<file path="src/rtl/viterbi_acs_ctrl_if.sv">
// Handshake bundle between the Viterbi ACS frame sequencer and its BMU, ACS and traceback peers.
// master = sequencer side, slave = the surrounding datapath.
interface viterbi_acs_ctrl_if #(
    parameter int PTR_W    = 3,
    parameter int METRIC_W = 4
);
    logic                sym_valid;
    logic                sym_last;
    logic                sym_ready;
    logic                acs_valid;
    logic                acs_first;
    logic                acs_flush;
    logic                acs_done;
    logic [METRIC_W-1:0] min_metric;
    logic                norm_en;
    logic [PTR_W-1:0]    wr_ptr;
    logic                tb_start;
    logic [PTR_W-1:0]    tb_ptr;
    logic                tb_final;
    logic                tb_done;
    logic                busy;

    modport master (
        input  sym_valid, sym_last, acs_done, min_metric, tb_done,
        output sym_ready, acs_valid, acs_first, acs_flush, norm_en,
               wr_ptr, tb_start, tb_ptr, tb_final, busy
    );

    modport slave (
        output sym_valid, sym_last, acs_done, min_metric, tb_done,
        input  sym_ready, acs_valid, acs_first, acs_flush, norm_en,
               wr_ptr, tb_start, tb_ptr, tb_final, busy
    );
endinterface

</file>
<file path="src/rtl/viterbi_acs_ctrl.sv">
// Frame sequencer for the 4-state Viterbi ACS: startup/steady/tail strobes, survivor pointer,
// sliding and final traceback launch. Define VITERBI_CTRL_NORM_EN to enable metric normalization.
module viterbi_acs_ctrl #(
    parameter int PTR_W       = 3,
    parameter int METRIC_W    = 4,
    parameter int START_LEN   = 2,
    parameter int TAIL_LEN    = 2,
    parameter int NORM_THRESH = 12
) (
    input  logic                  clk,
    input  logic                  rst,
    viterbi_acs_ctrl_if.master    bus
);
    localparam int CNT_W = 8;
    localparam logic [PTR_W-1:0] PTR_MAX    = '1;
    localparam logic [CNT_W-1:0] START_LAST = CNT_W'(START_LEN - 1);
    localparam logic [CNT_W-1:0] TAIL_N     = CNT_W'(TAIL_LEN);

    typedef enum logic [2:0] {S_IDLE, S_START, S_RUN, S_FLUSH, S_TB_FINAL} state_t;

    state_t             state_reg, state_next;
    logic [CNT_W-1:0]   start_cnt_reg, start_cnt_next;
    logic [CNT_W-1:0]   flush_cnt_reg, flush_cnt_next;
    logic               outstanding_reg, outstanding_next;
    logic               tb_pending_reg, tb_pending_next;
    logic               tb_sent_reg, tb_sent_next;
    logic [PTR_W-1:0]   wr_ptr_reg, wr_ptr_next;
    logic [PTR_W-1:0]   tb_ptr_reg, tb_ptr_next;
    logic               sym_ready_reg, sym_ready_next;
    logic               acs_valid_reg, acs_valid_next;
    logic               acs_first_reg, acs_first_next;
    logic               acs_flush_reg, acs_flush_next;
    logic               tb_start_reg, tb_start_next;
    logic               tb_final_reg, tb_final_next;
    logic               busy_reg, busy_next;
    logic               norm_en_reg, norm_en_next;

    logic accept, done_ok, wrap, issue_block;

    always_comb begin
        state_next       = state_reg;
        start_cnt_next   = start_cnt_reg;
        flush_cnt_next   = flush_cnt_reg;
        outstanding_next = outstanding_reg;
        tb_sent_next     = tb_sent_reg;
        wr_ptr_next      = wr_ptr_reg;
        tb_ptr_next      = tb_ptr_reg;
        acs_valid_next   = 1'b0;
        acs_first_next   = 1'b0;
        acs_flush_next   = 1'b0;
        tb_start_next    = 1'b0;
        tb_final_next    = 1'b0;

        accept  = bus.sym_valid & sym_ready_reg;
        done_ok = bus.acs_done & outstanding_reg;
        wrap    = done_ok && (wr_ptr_reg == PTR_MAX) && (state_reg != S_TB_FINAL);
        // Writing the top address again while a window traceback is still reading would clobber it.
        issue_block = tb_pending_reg && !bus.tb_done && (wr_ptr_reg == PTR_MAX);

        if (done_ok) begin
            outstanding_next = 1'b0;
            wr_ptr_next      = wr_ptr_reg + PTR_W'(1);
        end
        if (wrap) begin
            tb_start_next = 1'b1;
            tb_ptr_next   = PTR_MAX;
        end
        tb_pending_next = (tb_pending_reg & ~bus.tb_done) | wrap;

        if (accept) begin
            acs_valid_next   = 1'b1;
            outstanding_next = 1'b1;
        end

        case (state_reg)
            S_IDLE: if (accept) begin
                acs_first_next = 1'b1;
                start_cnt_next = CNT_W'(1);
                flush_cnt_next = '0;
                if (bus.sym_last)     state_next = S_FLUSH;
                else if (START_LEN <= 1) state_next = S_RUN;
                else                  state_next = S_START;
            end
            S_START: if (accept) begin
                acs_first_next = 1'b1;
                start_cnt_next = start_cnt_reg + CNT_W'(1);
                if (bus.sym_last)                   state_next = S_FLUSH;
                else if (start_cnt_reg >= START_LAST) state_next = S_RUN;
            end
            S_RUN: if (accept && bus.sym_last) state_next = S_FLUSH;
            S_FLUSH: begin
                if (!outstanding_reg && (flush_cnt_reg < TAIL_N) && !issue_block) begin
                    acs_valid_next   = 1'b1;
                    acs_flush_next   = 1'b1;
                    outstanding_next = 1'b1;
                    flush_cnt_next   = flush_cnt_reg + CNT_W'(1);
                end else if (done_ok && (flush_cnt_reg == TAIL_N)) begin
                    state_next   = S_TB_FINAL;
                    tb_sent_next = 1'b0;
                end
            end
            S_TB_FINAL: begin
                // A still-running window traceback must finish before the final one is launched.
                if (!tb_sent_reg) begin
                    if (!tb_pending_reg || bus.tb_done) begin
                        tb_start_next = 1'b1;
                        tb_final_next = 1'b1;
                        tb_ptr_next   = wr_ptr_reg - PTR_W'(1);
                        tb_sent_next  = 1'b1;
                    end
                end else if (bus.tb_done) begin
                    state_next   = S_IDLE;
                    wr_ptr_next  = '0;
                    tb_sent_next = 1'b0;
                end
            end
            default: state_next = S_IDLE;
        endcase

        sym_ready_next = ((state_next == S_IDLE) || (state_next == S_START) || (state_next == S_RUN))
                         && !outstanding_next && !(tb_pending_next && (wr_ptr_next == PTR_MAX));
        busy_next = (state_next != S_IDLE);

`ifdef VITERBI_CTRL_NORM_EN
        norm_en_next = norm_en_reg;
        if (acs_valid_reg) norm_en_next = 1'b0;
        if (done_ok && (bus.min_metric >= METRIC_W'(NORM_THRESH))) norm_en_next = 1'b1;
`else
        norm_en_next = 1'b0;
`endif
    end

`ifndef VITERBI_CTRL_NORM_EN
    logic unused_norm;
    assign unused_norm = ^{bus.min_metric, NORM_THRESH[0]};
`endif

    always_ff @(posedge clk or negedge rst) begin
        if (!rst) begin
            state_reg       <= S_IDLE;
            start_cnt_reg   <= '0;
            flush_cnt_reg   <= '0;
            outstanding_reg <= 1'b0;
            tb_pending_reg  <= 1'b0;
            tb_sent_reg     <= 1'b0;
            wr_ptr_reg      <= '0;
            tb_ptr_reg      <= '0;
            sym_ready_reg   <= 1'b0;
            acs_valid_reg   <= 1'b0;
            acs_first_reg   <= 1'b0;
            acs_flush_reg   <= 1'b0;
            tb_start_reg    <= 1'b0;
            tb_final_reg    <= 1'b0;
            busy_reg        <= 1'b0;
            norm_en_reg     <= 1'b0;
        end else begin
            state_reg       <= state_next;
            start_cnt_reg   <= start_cnt_next;
            flush_cnt_reg   <= flush_cnt_next;
            outstanding_reg <= outstanding_next;
            tb_pending_reg  <= tb_pending_next;
            tb_sent_reg     <= tb_sent_next;
            wr_ptr_reg      <= wr_ptr_next;
            tb_ptr_reg      <= tb_ptr_next;
            sym_ready_reg   <= sym_ready_next;
            acs_valid_reg   <= acs_valid_next;
            acs_first_reg   <= acs_first_next;
            acs_flush_reg   <= acs_flush_next;
            tb_start_reg    <= tb_start_next;
            tb_final_reg    <= tb_final_next;
            busy_reg        <= busy_next;
            norm_en_reg     <= norm_en_next;
        end
    end

    assign bus.sym_ready = sym_ready_reg;
    assign bus.acs_valid = acs_valid_reg;
    assign bus.acs_first = acs_first_reg;
    assign bus.acs_flush = acs_flush_reg;
    assign bus.norm_en   = norm_en_reg;
    assign bus.wr_ptr    = wr_ptr_reg;
    assign bus.tb_start  = tb_start_reg;
    assign bus.tb_ptr    = tb_ptr_reg;
    assign bus.tb_final  = tb_final_reg;
    assign bus.busy      = busy_reg;
endmodule

</file>
<file path="src/flat_wrapper.sv">
// flat-port wrapper written by rule: the top's interface ports become plain ports
module viterbi_acs_ctrl_flat 
#(
    parameter int PTR_W       = 3,
    parameter int METRIC_W    = 4,
    parameter int START_LEN   = 2,
    parameter int TAIL_LEN    = 2,
    parameter int NORM_THRESH = 12
)
  (clk, rst, bus_sym_valid, bus_sym_last, bus_acs_done, bus_min_metric, bus_tb_done, bus_sym_ready, bus_acs_valid, bus_acs_first, bus_acs_flush, bus_norm_en, bus_wr_ptr, bus_tb_start, bus_tb_ptr, bus_tb_final, bus_busy);
  viterbi_acs_ctrl_if #(.PTR_W(PTR_W), .METRIC_W(METRIC_W)) bus_i ();
  input  logic clk;
  input  logic rst;
  input wire logic [$bits(bus_i.sym_valid)-1:0] bus_sym_valid;
  input wire logic [$bits(bus_i.sym_last)-1:0] bus_sym_last;
  input wire logic [$bits(bus_i.acs_done)-1:0] bus_acs_done;
  input wire logic [$bits(bus_i.min_metric)-1:0] bus_min_metric;
  input wire logic [$bits(bus_i.tb_done)-1:0] bus_tb_done;
  output wire logic [$bits(bus_i.sym_ready)-1:0] bus_sym_ready;
  output wire logic [$bits(bus_i.acs_valid)-1:0] bus_acs_valid;
  output wire logic [$bits(bus_i.acs_first)-1:0] bus_acs_first;
  output wire logic [$bits(bus_i.acs_flush)-1:0] bus_acs_flush;
  output wire logic [$bits(bus_i.norm_en)-1:0] bus_norm_en;
  output wire logic [$bits(bus_i.wr_ptr)-1:0] bus_wr_ptr;
  output wire logic [$bits(bus_i.tb_start)-1:0] bus_tb_start;
  output wire logic [$bits(bus_i.tb_ptr)-1:0] bus_tb_ptr;
  output wire logic [$bits(bus_i.tb_final)-1:0] bus_tb_final;
  output wire logic [$bits(bus_i.busy)-1:0] bus_busy;
  assign bus_i.sym_valid = bus_sym_valid;
  assign bus_i.sym_last = bus_sym_last;
  assign bus_i.acs_done = bus_acs_done;
  assign bus_i.min_metric = bus_min_metric;
  assign bus_i.tb_done = bus_tb_done;
  assign bus_sym_ready = bus_i.sym_ready;
  assign bus_acs_valid = bus_i.acs_valid;
  assign bus_acs_first = bus_i.acs_first;
  assign bus_acs_flush = bus_i.acs_flush;
  assign bus_norm_en = bus_i.norm_en;
  assign bus_wr_ptr = bus_i.wr_ptr;
  assign bus_tb_start = bus_i.tb_start;
  assign bus_tb_ptr = bus_i.tb_ptr;
  assign bus_tb_final = bus_i.tb_final;
  assign bus_busy = bus_i.busy;
  viterbi_acs_ctrl #(.PTR_W(PTR_W), .METRIC_W(METRIC_W), .START_LEN(START_LEN), .TAIL_LEN(TAIL_LEN), .NORM_THRESH(NORM_THRESH)) u_core (.clk(clk), .rst(rst), .bus(bus_i));
endmodule
</file>
<file path="config.mk">
export PLATFORM = sky130hd
export DESIGN_NAME = viterbi_acs_ctrl_flat
export DESIGN_NICKNAME = d
export VERILOG_FILES = /design/src/rtl/viterbi_acs_ctrl_if.sv /design/src/rtl/viterbi_acs_ctrl.sv /design/src/flat_wrapper.sv
export SDC_FILE = /design/constraint.sdc
export NUM_CORES = 1
export LEC_CHECK = 0
export CAP_MARGIN = 20
export CORE_MARGIN = 2
export CORE_UTILIZATION = 30
export DETAILED_ROUTE_END_ITERATION = 10
export SYNTH_ARGS = -nofsm -noshare
export SYNTH_HDL_FRONTEND = slang
export SYNTH_SLANG_ARGS = --single-unit
</file>
<file path="constraint.sdc">
create_clock -name clk -period 2.4 [get_ports clk]
set_input_delay 0.24 -clock clk [delete_from_list [all_inputs] [get_ports clk]]
set_output_delay 0.24 -clock clk [all_outputs]
set_load 0.1 [all_outputs]
</file>
## Word level (Yosys, flattened, before mapping)

Index checks and enable logic that the tools add are counted.

| storage, ports and cells | value |
|---|---|
| register bits | 35 |
| bits of input ports | 10 |
| output and inout port bits | 14 |
| word-level logic and storage cells | 118 |

| operators by class | value |
|---|---|
| add/sub/neg operators | 4 |
| magnitude comparators | 2 |
| equality and inequality tests | 15 |
| muxes and demuxes | 47 |
| bitwise gates (word level) | 5 |
| reduce and logical (&&, ||, !) cells | 30 |

Operators with widths:

| operator | count |
|---|---|
| 3-bit 2-to-1 mux | 17 |
| 8-bit 2-to-1 mux | 4 |
| 8-bit one-hot mux with 2 select lines | 2 |
| 1-bit 2-to-1 mux | 21 |
| 8-bit by 1-bit adder with 8-bit output, second input constant | 2 |
| 3-bit one-hot mux with 5 select lines | 1 |
| 1-bit logical AND | 11 |
| 3-bit by 2-bit equality test with 1-bit output, second input constant | 3 |
| 3-bit equality test, second input constant | 3 |
| 3-bit AND reduction | 3 |
| 8-bit by 2-bit equality test with 1-bit output, second input constant | 1 |
| 8-bit by 1-bit greater-or-equal comparator with 1-bit output, second input constant | 1 |
| 8-bit by 2-bit less-than comparator with 1-bit output, second input constant | 1 |
| 2-bit by 1-bit != test with 1-bit output, second input constant | 4 |
| 3-bit by 1-bit equality test with 1-bit output, second input constant | 2 |
| 1-bit zero test | 6 |
| 3-bit zero test | 2 |
| 2-bit nonzero test | 3 |
| 3-bit by 1-bit adder with 3-bit output, second input constant | 1 |
| 1-bit bitwise AND | 3 |
| 1-bit logical OR | 3 |
| 3-bit != test, second input constant | 1 |
| 3-bit nonzero test | 1 |
| 3-bit by 1-bit subtractor with 3-bit output, second input constant | 1 |
| other kinds (6) | 6 |

## Depth between registers and ports, before layout

Gate-level depths: netlist of the first run.

| depth | value |
|---|---|
| depth in word-level cells | 12 |
| depth in mapped cells | 7 |
| gate-level depth less buffers | 7 |

## Worst setup path after synthesis of the first run

OpenSTA, ideal clock, no wires.

| timing path | value |
|---|---|
| kind | reg2reg |
| from | register u_core.wr_ptr_reg[0], in the netlist u_core.bus.wr_ptr[0] |
| to | register u_core.flush_cnt_reg[0] |
| setup time | 0.084 ns |
| arrival time | 2.070 ns |
| data required time | 2.316 ns |
| slack | 0.246 ns |
| cell stages (with the launch flop) | 8 |
| buffers on the path | 0 |
| clock period less this slack | 2.154 ns |
| cells stage by stage | dfrtp_1 ha_1 ha_1 nand3b_1 nand4_1 inv_1 or3_1 o21ai_0 |

| on the way | value |
|---|---|
| word-level cells in the longest chain between the ends | 6 |

RTL lines:

| element | line | text |
|---|---|---|
| start: declaration | viterbi_acs_ctrl.sv:27 | `logic [PTR_W-1:0] wr_ptr_reg, wr_ptr_next;` |
| start signal: assignment | viterbi_acs_ctrl.sv:163 | `wr_ptr_reg <= wr_ptr_next;` |
| 3-bit equality test | viterbi_acs_ctrl.sv:58 | `issue_block = tb_pending_reg && !bus.tb_done && (wr_ptr_reg == PTR_MAX);` |
| 1-bit logical AND | viterbi_acs_ctrl.sv:58 |  |
| 1-bit zero test | viterbi_acs_ctrl.sv:92 | `if (!outstanding_reg && (flush_cnt_reg < TAIL_N) && !issue_block) begin` |
| 1-bit logical AND | viterbi_acs_ctrl.sv:92 |  |
| 2-bit by 1-bit != test with 1-bit output (no line) | -- |  |
| 3-bit AND reduction (no line) | -- |  |
| end signal: assignment | viterbi_acs_ctrl.sv:159 | `flush_cnt_reg <= flush_cnt_next;` |
| end: declaration | viterbi_acs_ctrl.sv:23 | `logic [CNT_W-1:0] flush_cnt_reg, flush_cnt_next;` |

No other way between the ends.
A chain may end at the register's enable or synchronous reset.

## Final worst setup path of the first run

| timing path | value |
|---|---|
| from | register u_core.start_cnt_reg[0] |
| to | register u_core.busy_reg, in the netlist u_core.bus.busy |

| on the way | value |
|---|---|
| word-level cells in the longest chain between the ends | 6 |

RTL lines:

| element | line | text |
|---|---|---|
| start: declaration | viterbi_acs_ctrl.sv:22 | `logic [CNT_W-1:0] start_cnt_reg, start_cnt_next;` |
| start signal: assignment | viterbi_acs_ctrl.sv:158 | `start_cnt_reg <= start_cnt_next;` |
| 8-bit by 1-bit greater-or-equal comparator with 1-bit output | viterbi_acs_ctrl.sv:88 | `else if (start_cnt_reg >= START_LAST) state_next = S_RUN;` |
| 3-bit 2-to-1 mux | viterbi_acs_ctrl.sv:88 |  |
| 3-bit 2-to-1 mux | viterbi_acs_ctrl.sv:87 | `if (bus.sym_last) state_next = S_FLUSH;` |
| 3-bit 2-to-1 mux | viterbi_acs_ctrl.sv:84 | `S_START: if (accept) begin` |
| 3-bit one-hot mux with 5 select lines | viterbi_acs_ctrl.sv:75 | `case (state_reg)` |
| 3-bit nonzero test | viterbi_acs_ctrl.sv:122 | `busy_next = (state_next != S_IDLE);` |
| via u_core.busy_next | viterbi_acs_ctrl.sv:35 | `logic busy_reg, busy_next;` |
| end signal: assignment | viterbi_acs_ctrl.sv:171 | `busy_reg <= busy_next;` |
| end: declaration | viterbi_acs_ctrl.sv:35 |  |

The timed path passes the listed nets, and every way through them passes these cells.

==> results of run 1 <==
## cell families after synthesis
group / count (synthesis)
mux: 1
fa+ha+maj: 8
buf+inv: 11
other cells: 1
xor+xnor: 4
simple gates: 75
flops: 35
compound gates: 28
## layout make-up
cell class / instances / area [sq um] / share of cell area
Sequential cell: 35 / 875.8 / 0.4370
Timing Repair Buffer: 20 / 162.7 / 0.08115
Multi-Input combinational cell: 117 / 764.5 / 0.3814
Clock buffer: 7 / 76.32 / 0.03808
Inverter: 8 / 30.03 / 0.01498
Tap cell: 72 / 90.09 / 0.04494
Clock inverter: 1 / 5.005 / 0.002497
## metrics by stage
step	area (sq um)	utilization	hold WS, ps	setup WS (ps)
after floorplan	1688	-	-55.59	246.1
after global placement	1923	0.3514	484.6	590.4
after detailed placement	1923	0.3514	485.9	585.6
after CTS	2004	0.3663	373.6	600.7
after global routing	2004	0.3663	402.2	508.6
final	2004	0.3663	357.9	610.4
## how the worst min path moves through the flow
stage	end	slack, ps	depth (start not counted)
finish	u_core.start_cnt_reg[0]$_DFFE_PN0P_	360	2
floorplan	u_core.bus.acs_first$_DFF_PN0_	-60	0
CTS	u_core.bus.wr_ptr[0]$_DFF_PN0_	370	2
detailed placement	u_core.flush_cnt_reg[6]$_DFFE_PN0P_	490	1
global route	u_core.start_cnt_reg[0]$_DFFE_PN0P_	400	2
global placement	u_core.flush_cnt_reg[6]$_DFFE_PN0P_	480	1
## metal layers
layer  wire length (um)  part of all wire  GRT usage
met4                 59             0.018    0.05172
met1               1589              0.48     0.1454
met3                114             0.035    0.03523
met2               1520              0.46     0.2025
met5                  0                 0          0
## worst max-delay path: cells and delay by family (launching register included)
kind | cells | cell delay (ps)
flip-flops | 1 | 440
adder cells (fa/ha/maj) | 1 | 210
AO/OA/AOI/OAI | 1 | 110
AND/OR/NAND/NOR | 3 | 900
## synth_stat cells, types with 2 or more instances
| cell | instances |
|---|---|
| a31oi_1 | 3 |
| o21ai_0 | 8 |
| ha_1 | 8 |
| nor3_1 | 7 |
| inv_1 | 8 |
| xnor2_1 | 4 |
| nand3_1 | 8 |
| nand2b_1 | 5 |
| or3_1 | 2 |
| nand2_1 | 18 |
| and4b_1 | 2 |
| nor2b_1 | 5 |
| nand3b_1 | 2 |
| nor3b_1 | 2 |
| dfrtp_1 | 35 |
| nand4_1 | 2 |
| buf_2 | 2 |
| a21oi_1 | 10 |
| nor2_1 | 10 |
| nor4_1 | 3 |
| a22o_1 | 2 |
## cells in the final DEF (no fill, tap or decap), drive strengths merged, types with 2 or more instances in the layout
| cell | count |
|---|---|
| and4b | 2 |
| nor3 | 7 |
| nor2b | 5 |
| clkdlybuf4s50 | 5 |
| a22o | 2 |
| a21oi | 10 |
| or3 | 2 |
| ha | 8 |
| nand3 | 8 |
| buf | 15 |
| nand2 | 18 |
| nor4 | 4 |
| nor3b | 3 |
| xnor2 | 4 |
| dfrtp | 35 |
| nand4 | 2 |
| nand2b | 5 |
| inv | 8 |
| nand3b | 2 |
| o21ai | 8 |
| a31oi | 3 |
| nor2 | 10 |
| clkbuf | 7 |
## power by group through the flow
stage	registers, uW	logic, uW	clock network [uW]
2_1_floorplan	1450	502	0
4_1_cts	992	1260	425
6_report	993	1240	407
3_5_place_dp	1000	1250	0
3_3_place_gp	999	1240	0
5_1_grt	1030	1360	448
==> reports/results.txt, run 1 <==
status = completed
reg2reg end = u_core.bus.busy$_DFF_PN0_
clock skew = 8.752 ps
power per cell area = 1319 mW/mm^2
xor/xnor share of the synthesized area = 0.02076
area grow syn2layout = 18.75%
Yosys reg bits = 35
Post-CTS Setup Bufs = 0
# port buffers = 18
# setup viols final = 0
main combinational cell family by area after synthesis = simple AND/OR/NAND/NOR gates
Synth area leaders = dfrtp_1, ha_1, nand2_1
Clock Path Buffers = 2
Post-CTS Hold Buffers = 0
Post-Synth Simple-Gate Area = 0.2661
clk_lat worst skew = 290 ps
RSZ-0062 raised after global routing = false
CP max-delay cell = or4b_1
final-report hold violation count = 0
global-route wire length before repair = 5.913 mm
share of the synthesized area in the top cell type = 0.5189
CTS tree = built
antenna diode count = 0
Reg2Reg Setup Slack = 610 ps
Fin Setup TNS = 0 ps
Worst Setup EP = u_core.bus.busy$_DFF_PN0_
DR pass1 iterations = 4
Hold Crit Class = input pin to async pin
EDFF count, synth = 0
final net count = 205
syn avg cell area = 10.36 sq um
# clock sinks = 35
DRT antenna net count = 0
delay of the slowest cell on the worst path = 490 ps
register area share after synthesis = 0.5189
crit path capture type = register
DR iter-0 viols = 72
Peak VDD IR = 0.0008439 V
HPWL Detailed = 2.345 mm
FMAX = 558.8 MHz
crit-path cells = ha_1, or4b_1, nor3_1, o32ai_1, nand4b_1
Fillers = 579
Max Cap Viol = 0
Clock power frac = 0.154
CP required = 2550 ps
detailed-route wire length per cell = 12.63 um
min Tclk post-route = 1790 ps
Die Footprint = 0.006243 sq mm
CP startpoint = u_core.start_cnt_reg[0]$_DFFE_PN0P_
total core area = 0.005473 sq mm
Tot Pwr = 2644 uW
Comb power frac = 0.470
Crit Path Category = register to register
initial antenna violation count = 0
post-synthesis mux area share = 0.005930
Worst EP arrival = 1940 ps
Yosys warning count = 0
Syn Nets = 181
crit path launch type = register
Post-Route WL = 3.283 mm
Sequential Power Share = 0.376
area of the mapped netlist = 0.001688 sq mm
Int Power = 1336 uW
final non-filler cell total = 260
ys flop type = dfrtp_1
Max Fanout on Critical Path = 6
Leakage Power = 0.0009075 uW
Die Wd = 79.01 um
layout cells sized above 1 = 0.1383
post-synthesis adder-cell area fraction = 0.05930
Synth Instances = 163
grt total ovfl = 0
Psw = 1308 uW
leading area contributor after synthesis = dfrtp_1
async set or reset register ratio after synthesis = 1.000
depth of the worst register-to-register path = 5
post-synthesis cell type count = 38
Die H = 79.01 um
vias in the first global route = 1,323
Worst-path clk slew = 70 ps
initial core utilization = 0.3084
Root Driver = clkbuf_8
Slew Viols, Final = 0
DR vias = 1,257
placer congestion estimate = 0.7926
placed cells = 252
drt via density = 4.835
Ports = 24
# resized after CTS = 0
Tot GR Track Use = 0.1212
sw frac = 0.4947
H-tree depth = 2
TritonCTS buffer count = 5
DRC viols = 0
Compound-Gate Fraction of Synth Area = 0.09859
fin crit share = 0.7457
largest net degree at the start of global routing = 36
# rows = 27
reg2reg start = u_core.start_cnt_reg[0]$_DFFE_PN0P_
No activity file was read; power rests on OpenSTA's default activity.
==> run 2, diff against run 1 <==
==> constraint.sdc (replaced) <==
create_clock -name clk -period 1.8 [get_ports clk]
set_input_delay 0.18 -clock clk [delete_from_list [all_inputs] [get_ports clk]]
set_output_delay 0.18 -clock clk [all_outputs]
set_load 0.1 [all_outputs]
==> run 2 against run 1 <==
Net effect:
- count of clock-buffer cells in the layout up 1
- utilization up 2.1 points
- sequential share of layout area down 1.8 points
- combinational power up 48%
- setup slack worse by 530 ps
- largest power group unchanged
- via count up 5.2%
- first-iteration DRC count up 1.4%
- routed wire length up 5.5%
- sequential power up 30%
- critical path depth up 1
- total power up 42%
- critical path type unchanged
- register-to-register slack worse by 530 ps
==> reports/results.txt, run 2 (synthesis gave the netlist of run 1 again) <==
commonest non-fill, non-tap cell in the layout = dfrtp_1
CTS tree = built
fin crit share = 0.9581 (+0.2124)
Worst Setup EP = u_core.bus.sym_ready$_DFF_PN0_
Ports = 24 (unchanged)
# rows = 27 (unchanged)
final-report hold violation count = 0 (unchanged)
detailed-route wire length per cell = 12.82 um (+1.5%)
HPWL Detailed = 2.480 mm (+5.7%)
Crit Path Category = register to register
placer congestion estimate = 0.7412 (-6.5%)
RSZ-0062 raised after global routing = false
Die H = 79.01 um (unchanged)
antenna diode count = 0 (unchanged)
Reg2Reg Setup Slack = 80 ps (-530 ps)
Fin Setup TNS = 0 ps (unchanged)
Root Driver = clkbuf_8
drt via density = 4.896 (+1.3%)
Slew Viols, Final = 0 (unchanged)
Worst EP arrival = 1920 ps (-20 ps)
DR vias = 1,322 (+5.2%)
# port buffers = 18 (unchanged)
Fin Hold WS = 216.9 ps (-141.0 ps)
reg2reg start = u_core.bus.wr_ptr[1]$_DFF_PN0_
Peak VDD IR = 0.0009472 V (+12%)
initial antenna violation count = 0 (unchanged)
Post-Route WL = 3.462 mm (+5.5%)
DR iter-0 viols = 73 (+1.4%)
# setup viols final = 0 (unchanged)
depth of the worst register-to-register path = 6 (+1)
Post-CTS Hold Buffers = 0 (unchanged)
crit path capture type = register
Worst-path clk slew = 70 ps (about the same)
DRC viols = 0 (unchanged)
layout cells sized above 1 = 0.2222 (+0.08392)
initial core utilization = 0.3084 (unchanged)
CP startpoint = u_core.bus.wr_ptr[1]$_DFF_PN0_
Leakage Power = 0.0009583 uW (+5.6%)
CP required = 1990 ps (-560 ps)
FMAX = 579.9 MHz (+3.8%)
DR pass1 iterations = 4 (unchanged)
crit-path cells = ha_2, ha_1, and4b_1, a31oi_1, a21oi_1, a211oi_1
Hold Crit Class = input pin to async pin
final net count = 215 (+4.9%)
# clock sinks = 35 (unchanged)
vias in the first global route = 1,270 (-4.0%)
global-route wire length before repair = 5.934 mm (+0.36%)
Die Footprint = 0.006243 sq mm (unchanged)
grt total ovfl = 0 (unchanged)
status = completed
reg2reg end = u_core.bus.sym_ready$_DFF_PN0_
area grow syn2layout = 25.43%
power per cell area = 1772 mW/mm^2 (+34%)
TritonCTS buffer count = 5 (unchanged)
Max Cap Viol = 0 (unchanged)
min Tclk post-route = 1724 ps (-65.14 ps)
H-tree depth = 2 (unchanged)
Max Fanout on Critical Path = 4 (-2)
crit path launch type = register
total core area = 0.005473 sq mm (unchanged)
clk_lat worst skew = 290 ps (about the same)
clock skew = 4.694 ps (-4.058 ps)
Clock Path Buffers = 2 (unchanged)
largest net degree at the start of global routing = 20 (-44%)
DRT antenna net count = 0 (unchanged)
Tot GR Track Use = 0.1242 (+0.002994)
most frequent cells in the layout = dfrtp_1, buf_4, nand2_1
CP max-delay cell = dfrtp_4
Fillers = 550 (-5.0%)
delay of the slowest cell on the worst path = 500 ps (about the same)
Die Wd = 79.01 um (unchanged)
-- run 2: changes by cell type in the layout (fill, tap and decap cells not counted), sizes merged --
cell	previous run	this run
clkbuf	7	8
clkinv	1	0
buf	15	25
-- run 2: what timing repair did --
item / in CTS / in global routing
setup endpoints to repair: 0 / 2
setup buffers: 0 / 4
gates resized for setup: 0 / 2
-- run 2: worst min-delay path by stage --
stage,from,end,slack [ps]
6_report,rst,u_core.bus.wr_ptr[1]$_DFF_PN0_,220
5_1_grt,rst,u_core.bus.wr_ptr[0]$_DFF_PN0_,250
4_1_cts,rst,u_core.bus.wr_ptr[0]$_DFF_PN0_,220
3_5_place_dp,u_core.flush_cnt_reg[2]$_DFFE_PN0P_,u_core.flush_cnt_reg[2]$_DFFE_PN0P_,490
3_3_place_gp,u_core.flush_cnt_reg[2]$_DFFE_PN0P_,u_core.flush_cnt_reg[2]$_DFFE_PN0P_,480
2_1_floorplan,rst,u_core.bus.acs_first$_DFF_PN0_,-120
-- run 2: cell type report --
type / count / area [sq um] / share of cell area
clock buffer: 8 / 100.1 / 0.04728
inverter: 8 / 30.03 / 0.01418
multi-input combinational: 117 / 772.0 / 0.3647
sequential: 35 / 887.1 / 0.4190
tap: 72 / 90.09 / 0.04255
timing repair buffer: 30 / 237.7 / 0.1123
-- run 2: per-stage QoR --
step / cells / setup WS, ps / area, sq um / total power, uW / util
floorplan: 163 / 11.50 / 1700 / 2618 / -
global placement: 258 / 76.99 / 1981 / 3059 / 0.3619
detailed placement: 258 / 63.47 / 1981 / 3081 / 0.3619
CTS: 266 / 52.96 / 2081 / 3722 / 0.3802
global route: 270 / 10.22 / 2117 / 3990 / 0.3868
finish: 270 / 75.50 / 2117 / 3751 / 0.3868
-- run 2: report_power, final --
part	internal (uW)	switching [uW]
registers	1040	242
clock network	349	277
logic	583	1260
total	1980	1780
-- run 2: worst max-delay path, delay by kind of cell (launching register included) --
family,cells,cell delay [ps]
adders and majority gates,2,470
AOI/OAI and AO/OA,3,460
DFF,1,500
and+or+nand+nor,1,200
-- run 2: per-layer routing --
| layer | track usage | wire length [um] |
|---|---|---|
| met3 | 0.03864 | 165 |
| met1 | 0.1668 | 1650 |
| met5 | 0 | 0 |
| met2 | 0.1737 | 1553 |
| met4 | 0.07586 | 92 |
==> run 3, diff against run 2 <==
--- a/config.mk
+++ b/config.mk
@@ -6,7 +6,7 @@
 export NUM_CORES = 1
 export LEC_CHECK = 0
 export CAP_MARGIN = 20
-export CORE_MARGIN = 2
+export CORE_MARGIN = 5
 export CORE_UTILIZATION = 30
 export DETAILED_ROUTE_END_ITERATION = 10
 export SYNTH_ARGS = -nofsm -noshare
==> run 3 against run 2 <==
Net effect:
- cell count is 0.74% lower
- clock power decreased by 0.6%
- critical path type unchanged
- critical endpoint unchanged
- maximum frequency fell by 0.38%
- combinational power is essentially flat
==> reports/results.txt, run 3 (synthesis gave the netlist of run 1 again) <==
DR pass1 iterations = 4 (unchanged)
initial core utilization = 0.3084 (unchanged)
CP Buf/Inv Count = 0 (unchanged)
Peak VDD IR = 0.0007318 V (-23%)
Reg2Reg Setup Slack = 70 ps (about the same)
initial antenna violation count = 0 (unchanged)
detailed-route wire length per cell = 12.92 um (+0.75%)
CP required = 1980 ps (about the same)
commonest non-fill, non-tap cell in the layout = dfrtp_1
total core area = 0.005473 sq mm (unchanged)
Ports = 24 (unchanged)
clock skew = 4.412 ps (-0.2813 ps)
Root Driver = clkbuf_8
Die Wd = 85.01 um (+7.6%)
Hold Crit Class = input pin to async pin
Tot Pwr = 3766 uW (+0.41%)
DRC viols = 0 (unchanged)
Tot GR Track Use = 0.1002 (-0.02402)
Post-CTS Hold Buffers = 0 (unchanged)
Worst-path clk slew = 70 ps (about the same)
TritonCTS buffer count = 5 (unchanged)
most frequent cells in the layout = dfrtp_1, buf_4, nand2_1
# port buffers = 18 (unchanged)
vias in the first global route = 1,255 (-1.2%)
multi-input logic area = 795.8 sq um (+3.1%)
Worst EP arrival = 1920 ps (about the same)
HPWL Detailed = 2.426 mm (-2.2%)
Slew Viols, Final = 0 (unchanged)
placer congestion estimate = 0.7858 (+6.0%)
Die H = 85.01 um (+7.6%)
final-report hold violation count = 0 (unchanged)
Crit Path Category = register to register
grt total ovfl = 0 (unchanged)
power per cell area = 1762 mW/mm^2 (-0.53%)
Final Instance Area = 0.002137 sq mm (+0.95%)
layout cells sized above 1 = 0.2245 (+0.002268)
# rows = 27 (unchanged)
final net count = 213 (-0.93%)
# setup viols final = 0 (unchanged)
status = completed
H-tree depth = 2 (unchanged)
CP delay by family, top = flip-flops
Fillers = 540 (-1.8%)
crit path launch type = register
drt via density = 4.843 (-1.1%)
Placed Area = 0.001986 sq mm (+0.25%)
delay of the slowest cell on the worst path = 500 ps (about the same)
crit path capture type = register
GR Layer Usage met1 = 0.1267 (-0.04006)
global route hottest layer = met2
min Tclk post-route = 1731 ps (+6.598 ps)
DR vias = 1,298 (-1.8%)
DR iter-0 viols = 40 (-45%)
M2 GR Usage = 0.1540 (-0.01977)
crit-path cells = ha_2, ha_1, and4b_1, a31oi_1, a21oi_1, a211oi_1
global-route wire length before repair = 5.837 mm (-1.6%)
CTS tree = built
area grow syn2layout = 26.61%
clk_lat worst skew = 280 ps (about the same)
Die Footprint = 0.007227 sq mm (+16%)
DRT antenna net count = 0 (unchanged)
CP max-delay cell = dfrtp_4
# clock sinks = 35 (unchanged)
antenna diode count = 0 (unchanged)
Setup WS post-layout = 68.91 ps (-6.598 ps)
Post-Place Setup Slack = 51.01 ps (-12.47 ps)
sequential standard cell area = 885.9 sq um (-0.14%)
Max Cap Viol = 0 (unchanged)
fin crit share = 0.9617 (+0.003665)
met3 usage = 0.02718 (-0.01145)
largest net degree at the start of global routing = 36 (+80%)
Max Fanout on Critical Path = 4 (unchanged)
Clock Path Buffers = 2 (unchanged)
Leakage Power = 0.0009674 uW (+0.95%)
FMAX = 577.7 MHz (-0.38%)
Post-Route WL = 3.462 mm (unchanged)
## run 3: through the flow
step	setup TNS, ps	std cells	hold slack [ps]	utilization
CTS	0	265	256.8	0.3811
floorplan	0	163	-115.6	-
global placement	0	257	485.7	0.3628
detailed placement	0	257	493.5	0.3628
finish	0	268	257.2	0.3905
global route	-4.358	268	264.7	0.3905
## run 3: power breakdown
group	switching [uW]	leakage [uW]	internal, uW
logic	1270	0.000483	591
clock network	272	0.0000515	349
registers	244	0.000433	1040
## run 3: layout make-up
cell class	instances	area share
Multi-Input combinational cell	117	0.3724
Inverter	8	0.01405
Clock buffer	8	0.04684
Timing Repair Buffer	28	0.1101
Sequential cell	35	0.4145
Tap cell	72	0.04215
## run 3: path summary, 6_finish.rpt
path,from,endpoint,cells after the start
worst min-delay path,rst,u_core.start_cnt_reg[7]$_DFFE_PN0P_,2
worst max register to register,u_core.bus.wr_ptr[1]$_DFF_PN0_,u_core.bus.sym_ready$_DFF_PN0_,6
max in group asynchronous,rst,u_core.bus.wr_ptr[1]$_DFF_PN0_,2
worst max-delay path,u_core.bus.wr_ptr[1]$_DFF_PN0_,u_core.bus.sym_ready$_DFF_PN0_,6
worst min register to register,u_core.flush_cnt_reg[0]$_DFFE_PN0P_,u_core.flush_cnt_reg[0]$_DFFE_PN0P_,1
min in group clk,u_core.flush_cnt_reg[0]$_DFFE_PN0P_,u_core.flush_cnt_reg[0]$_DFFE_PN0P_,1
## run 3: routing by layer
| layer | wire (um) | share of wire |
|---|---|---|
| met5 | 0 | 0 |
| met4 | 90 | 0.026 |
| met3 | 118 | 0.034 |
| met2 | 1566 | 0.45 |
| met1 | 1687 | 0.49 |
## run 3: repair_timing
item / CTS / global route
setup endpoints to repair: 0 / 3
gates resized for setup: 0 / 5
setup buffers: 0 / 3
